===== config.mk =====
export PLATFORM = sky130hd
export DESIGN_NAME = sim_query_scheduler
export DESIGN_NICKNAME = d
export VERILOG_FILES = /design/src/rtl/sim_pkg.sv /design/src/rtl/sim_argmax.sv /design/src/rtl/sim_query_scheduler.sv
export SDC_FILE = /design/constraint.sdc
export NUM_CORES = 1
export LEC_CHECK = 0
export CAP_MARGIN = 5
export CORE_MARGIN = 5
export CORE_UTILIZATION = 54
export CTS_CLUSTER_DIAMETER = 60
export DETAILED_ROUTE_END_ITERATION = 16
export GPL_TIMING_DRIVEN = 0
export PLACE_DENSITY_LB_ADDON = 0.3
export SETUP_SLACK_MARGIN = 0.3
export SLEW_MARGIN = 20
export SYNTH_ARGS = -nofsm -noshare
export SYNTH_HDL_FRONTEND = slang
export SYNTH_SLANG_ARGS = --single-unit
export TNS_END_PERCENT = 5

===== constraint.sdc =====
create_clock -name clk -period 2.8 [get_ports clk]
set_clock_uncertainty 0.15 [all_clocks]
set_input_delay 0.56 -clock clk [delete_from_list [all_inputs] [get_ports clk]]
set_output_delay 0.56 -clock clk [all_outputs]
set_load 0.03 [all_outputs]

===== src/rtl/sim_pkg.sv =====
// Shared definitions for the query scheduler and the similarity datapath:
// the scheduler FSM state encoding and the width helpers for counts,
// scores, segment indices and class indices.
package sim_pkg;

   typedef enum logic [2:0] {
      ST_IDLE     = 3'd0,
      ST_READ     = 3'd1,
      ST_WAIT_RD  = 3'd2,
      ST_WAIT_SIM = 3'd3,
      ST_CMP      = 3'd4,
      ST_DONE     = 3'd5
   } sim_state_t;

   // Width of an index into n items; a single item still needs one bit.
   function automatic int idx_w(input int n);
      return (n > 1) ? $clog2(n) : 1;
   endfunction

   // Width of a count that can reach n inclusive.
   function automatic int cnt_w(input int n);
      return $clog2(n + 1);
   endfunction

   localparam int LENGTH_SEGMENT_DFLT = 32;
   localparam int NB_OF_SEGMENTS_DFLT = 32;
   localparam int NB_CLASSES_DFLT     = 16;
   localparam int D_DFLT              = LENGTH_SEGMENT_DFLT * NB_OF_SEGMENTS_DFLT;

   localparam int COUNT_W = cnt_w(LENGTH_SEGMENT_DFLT);
   localparam int SCORE_W = cnt_w(D_DFLT);
   localparam int SGMNT_W = idx_w(NB_OF_SEGMENTS_DFLT);
   localparam int CLASS_W = idx_w(NB_CLASSES_DFLT);

endpackage


===== src/rtl/sim_argmax.sv =====
// Running argmax over class scores. On an update strobe the candidate is
// loaded if it is the first class of a query (clr) or strictly beats the
// held best, so ties keep the lower class index.
module sim_argmax #(
   parameter int SCORE_W = 11,
   parameter int CLASS_W = 4
) (
   input  logic               clk,
   input  logic               arst_n_in,
   input  logic               upd,
   input  logic               clr,
   input  logic [SCORE_W-1:0] score,
   input  logic [CLASS_W-1:0] class_idx,
   output logic [SCORE_W-1:0] best_score,
   output logic [CLASS_W-1:0] best_class
);

   logic [SCORE_W-1:0] best_score_reg;
   logic [CLASS_W-1:0] best_class_reg;

   // Capture the candidate when it opens a query or strictly exceeds the best so far.
   always_ff @(posedge clk or negedge arst_n_in) begin
      if (!arst_n_in) begin
         best_score_reg <= '0;
         best_class_reg <= '0;
      end else if (upd && (clr || (score > best_score_reg))) begin
         best_score_reg <= score;
         best_class_reg <= class_idx;
      end
   end

   assign best_score = best_score_reg;
   assign best_class = best_class_reg;

endmodule


===== src/rtl/sim_query_scheduler.sv =====
// Classifies one query hypervector against NB_CLASSES stored classes by
// walking every (class, segment) pair through a single similarity unit,
// accumulating a per-class score and keeping the best class.
module sim_query_scheduler
   import sim_pkg::*;
#(
   parameter int D              = 1024,
   parameter int LENGTH_SEGMENT = 32,
   parameter int NB_OF_SEGMENTS = 32,
   parameter int NB_CLASSES     = 16
) (
   input  logic                                clk,
   input  logic                                arst_n_in,
   input  logic                                start_query,
   output logic                                busy,
   output logic                                rd_en,
   output logic [idx_w(NB_CLASSES)-1:0]        rd_class,
   output logic [idx_w(NB_OF_SEGMENTS)-1:0]    rd_sgmnt,
   input  logic                                rd_valid,
   output logic                                sim_start,
   input  logic                                sim_done,
   input  logic [cnt_w(LENGTH_SEGMENT)-1:0]    sim_count,
   output logic                                done,
   output logic [idx_w(NB_CLASSES)-1:0]        best_class,
   output logic [cnt_w(D)-1:0]                 best_score
);

   localparam int CLS_W = idx_w(NB_CLASSES);
   localparam int SEG_W = idx_w(NB_OF_SEGMENTS);
   localparam int SCR_W = cnt_w(D);
   localparam logic [SEG_W-1:0] LAST_SGMNT = SEG_W'(NB_OF_SEGMENTS - 1);
   localparam logic [CLS_W-1:0] LAST_CLASS = CLS_W'(NB_CLASSES - 1);

   // Reject inconsistent geometry at elaboration.
   generate
      if (D != LENGTH_SEGMENT * NB_OF_SEGMENTS) begin : g_bad_geometry
         $error("sim_query_scheduler: D must equal LENGTH_SEGMENT*NB_OF_SEGMENTS");
      end
      if (NB_CLASSES < 1) begin : g_bad_classes
         $error("sim_query_scheduler: NB_CLASSES must be at least 1");
      end
   endgenerate

   sim_state_t         state_reg, state_next;
   logic [SEG_W-1:0]   sgmnt_reg, sgmnt_next;
   logic [CLS_W-1:0]   class_reg, class_next;
   logic [SCR_W-1:0]   score_reg, score_next;
   logic               argmax_upd;

   // State, counters and score accumulator.
   always_ff @(posedge clk or negedge arst_n_in) begin
      if (!arst_n_in) begin
         state_reg <= ST_IDLE;
         sgmnt_reg <= '0;
         class_reg <= '0;
         score_reg <= '0;
      end else begin
         state_reg <= state_next;
         sgmnt_reg <= sgmnt_next;
         class_reg <= class_next;
         score_reg <= score_next;
      end
   end

   // Next-state, counter updates and handshake outputs.
   always_comb begin
      state_next = state_reg;
      sgmnt_next = sgmnt_reg;
      class_next = class_reg;
      score_next = score_reg;
      busy       = 1'b1;
      rd_en      = 1'b0;
      sim_start  = 1'b0;
      done       = 1'b0;
      argmax_upd = 1'b0;
      case (state_reg)
         ST_IDLE: begin
            busy = 1'b0;
            if (start_query) begin
               sgmnt_next = '0;
               class_next = '0;
               score_next = '0;
               state_next = ST_READ;
            end
         end
         ST_READ: begin
            rd_en      = 1'b1;
            state_next = ST_WAIT_RD;
         end
         ST_WAIT_RD: begin
            if (rd_valid) begin
               sim_start  = 1'b1;
               state_next = ST_WAIT_SIM;
            end
         end
         ST_WAIT_SIM: begin
            if (sim_done) begin
               score_next = score_reg + SCR_W'(sim_count);
               if (sgmnt_reg == LAST_SGMNT) begin
                  state_next = ST_CMP;
               end else begin
                  sgmnt_next = sgmnt_reg + 1'b1;
                  state_next = ST_READ;
               end
            end
         end
         ST_CMP: begin
            argmax_upd = 1'b1;
            if (class_reg == LAST_CLASS) begin
               state_next = ST_DONE;
            end else begin
               class_next = class_reg + 1'b1;
               sgmnt_next = '0;
               score_next = '0;
               state_next = ST_READ;
            end
         end
         ST_DONE: begin
            done       = 1'b1;
            state_next = ST_IDLE;
         end
         default: begin
            busy       = 1'b0;
            state_next = ST_IDLE;
         end
      endcase
   end

   assign rd_class = class_reg;
   assign rd_sgmnt = sgmnt_reg;

   sim_argmax #(
      .SCORE_W (SCR_W),
      .CLASS_W (CLS_W)
   ) u_argmax (
      .clk        (clk),
      .arst_n_in  (arst_n_in),
      .upd        (argmax_upd),
      .clr        (class_reg == '0),
      .score      (score_reg),
      .class_idx  (class_reg),
      .best_score (best_score),
      .best_class (best_class)
   );

endmodule


==> flow_summary.yaml <==
critical_path:
  rr_worst_depth: 8
  critPathRequiredTime_ps: 2090
  crit_path_end_kind: "output pin"
  ff2ff_setup_slack_ps: 210
  crit_chain: "buf_2 > clkbuf_2 > nor3_1 > a21oi_1 > clkdlybuf4s50_1"
  r2r-start: "score_reg[7]"
  crit_fanout: 10
  worstSetupPathType: "reg2out"
  startpoint_type: "register"
  cp-endpoint: "busy"
  cp.arrival_ps: 1900
  max_stage_delay_ps: 680
  reg2reg_to: "u_argmax.best_score[6]"
  cp-startpoint: "state_reg[2]"
  slowest_stage: "clkdlybuf4s50_1"
run_status:
  status: "complete, no violations"
floorplanning:
  initial_utilization_pct: 55.3
  chipHeight_um: 79.3
  die-area_sq_um: 6290
  fp.dieW_um: 79.3
  rows: 25
  ioPinCount: 39
  coreArea_sq_um: 4690
placed_design:
  portBuffers: 38
  globalplace.congestion: 0.863
  dp_hpwl_um: 4880
  place_ws_ps: -125
detailed_routing:
  detail_route.wl_per_cell_um: 17.5
  vias: 2592
  first_pass_iters: 6
  first_iter_violations: 336
  postRouteAntennaNets: 0
  post-route-drc-count: 0
  routed_wl_um: 6880
  vias_per_cell: 6.58
cells_and_area:
  n_antenna_cell: 0
  syn2layout_area_growth_pct: 24.5
  layout-drive-gt1-share_pct: 9.12
  nNetsFinal: 372
synthesis:
  synthFlopType: "dfrtp_1"
  avgSynthCellArea_sq_um: 8.86
  yosysMostFrequentCell: "dfrtp_1"
  synth_top_area_share_pct: 36.6
  yosys_warnings: 0
  yosys-top-cells-count: "dfrtp_1 (38), nand2_1 (31), nor2_1 (22), ha_1 (21)"
  synth-edff-count: 0
  synth_seq_cells: 38
  async_flop_share_pct: 100
  synthCells: 293
  ys_types: 45
  syn-cell-area_sq_um: 2590
  syn-num-nets: 326
  synth.area.top_cells: "dfrtp_1 (37%), ha_1 (10%), a222oi_1 (5.0%)"
  synth_area_leader_cell: "dfrtp_1"
  ys_seq_area_share_pct: 36.6
global_route:
  grt_usage_pct: 22.8
  grt_pass1_vias: 2454
  antenna_found_initial: 0
  grt_pass1_wl_um: 11400
  grt_start_max_net_pins: 25
  grt_overflow: 0
power:
  pwr-share-seq_pct: 28.8
  irDropWorstVdd_uv: 433
  p_int_mw: 1.56
  clock_power_share_pct: 19.4
  p_total_mw: 2.97
  power_density_nw_per_um2: 917
  power.share.switching_pct: 47.2
  p_leak_nw: 1.36
  comb_power_share_pct: 51.8
  switchingPower_mw: 1.40
clocking:
  path_clk_slew_ps: 90
  cts_root_buf: "clkbuf_8"
  clock_path_buffers: 2
  clock_sinks: 38
  cts_tree: "yes"
  cts_max_level: 2
  numCtsBuffers: 5
  worstSkewPairLatency_ps: 300
timing:
  drv_slew: 0
  fmax_ghz: 0.383
  worst_slack_ps: 189
  setup_violations: 0
  hold_viol: 0
  rsz0062_at_grt: "true"
  relSlewSlack_pct: 48.0
  tightest_slew_ps: 777
  fin_crit_ps: 2610
  finalCritPeriodShare_pct: 93.3
  fin_setup_tns_ps: 0
worst_hold_path:
  min_path_type: "in2async"
flow_run:
  drv_cap: 0
routing by layer:
layer	part of all wire, %	GRT usage (%)	wire (um)	vias up
met5	0	0	0	-
met4	1.5	8.59	103	0
met3	6.9	4.54	476	14
met2	49	38.0	3350	109
met1	43	29.1	2950	1263
li1	-	-	-	1206
power groups by stage:
stage          clock network [mW]  registers [mW]  logic, mW
6_report                    0.576           0.854       1.54
5_1_grt                     0.604           0.872       1.70
4_1_cts                     0.581           0.846       1.50
3_5_place_dp                    0           0.855       1.49
3_3_place_gp                    0           0.844       1.46
2_1_floorplan                   0           0.892      0.969
cells by family after synthesis:
kind of cell / after synthesis / synth area share, %
adder cells (fa/ha/maj): 22 / 10.9
AO/OA/AOI/OAI: 84 / 23.1
XOR/XNOR: 4 / 1.35
AND/OR/NAND/NOR: 111 / 22.5
flip-flops: 38 / 36.6
buffers and inverters: 33 / 5.06
multiplexers: 1 / 0.434
per-stage QoR:
stage,instances,area [sq um],util (%),hold slack [ps]
floorplan,293,2610,-,114
global placement,385,3060,65.2,355
detailed placement,386,3080,65.7,356
CTS,394,3220,68.6,30.2
global route,394,3230,68.9,48.6
finish,394,3230,68.9,23.6
area by class of cell:
class / instances / area [sq um]
inverters: 18 / 67.6
clock buffers: 5 / 68.8
multi-input cells: 222 / 1530
flip-flops and latches: 38 / 955
repair buffers: 39 / 404
well taps: 54 / 67.6
plain buffers: 15 / 66.3
fillers: 373 / 1460
clock inverters: 3 / 68.8
cell usage in the layout (no fill, tap or decap), types with 4 or more instances in the layout:
master,Yosys,final
nor2_1,22,22
a22o_1,4,4
nand2_1,31,31
and3_1,4,4
nand3_1,9,9
ha_1,21,20
nor3_1,5,5
clkdlybuf4s50_1,0,35
dfrtp_1,38,35
or3_1,5,5
clkbuf_1,9,7
a222oi_1,13,13
a21o_1,4,4
o21ai_0,17,17
nand4_1,18,18
inv_1,18,17
o211ai_1,14,14
clkbuf_8,0,5
buf_2,6,7
a21oi_1,14,13
critical path, delay by kind of cell (launching register included):
kind	cells	cell delay, ps
compound gates	1	110
flops	1	330
simple gates	1	70
buf+inv	3	1080
how the worst min path moves through the flow:
stage | start | endpoint | slack (ps)
after global placement | u_argmax.best_class[2] | u_argmax.best_class[2] | 360
after detailed placement | arst_n_in | u_argmax.best_score[0] | 360
after floorplan | arst_n_in | rd_class[0] | 110
after global routing | arst_n_in | score_reg[7] | 50
final | arst_n_in | score_reg[7] | 20
after CTS | arst_n_in | score_reg[7] | 30
repair_timing:
item | CTS | global route
setup endpoints to repair | 20 | 24
gates cloned | 0 | 0
hold buffers | 0 | 0
gates resized for setup | 1 | 7
buffers inserted | 0 | 0
No activity file was read; power rests on OpenSTA's default activity.
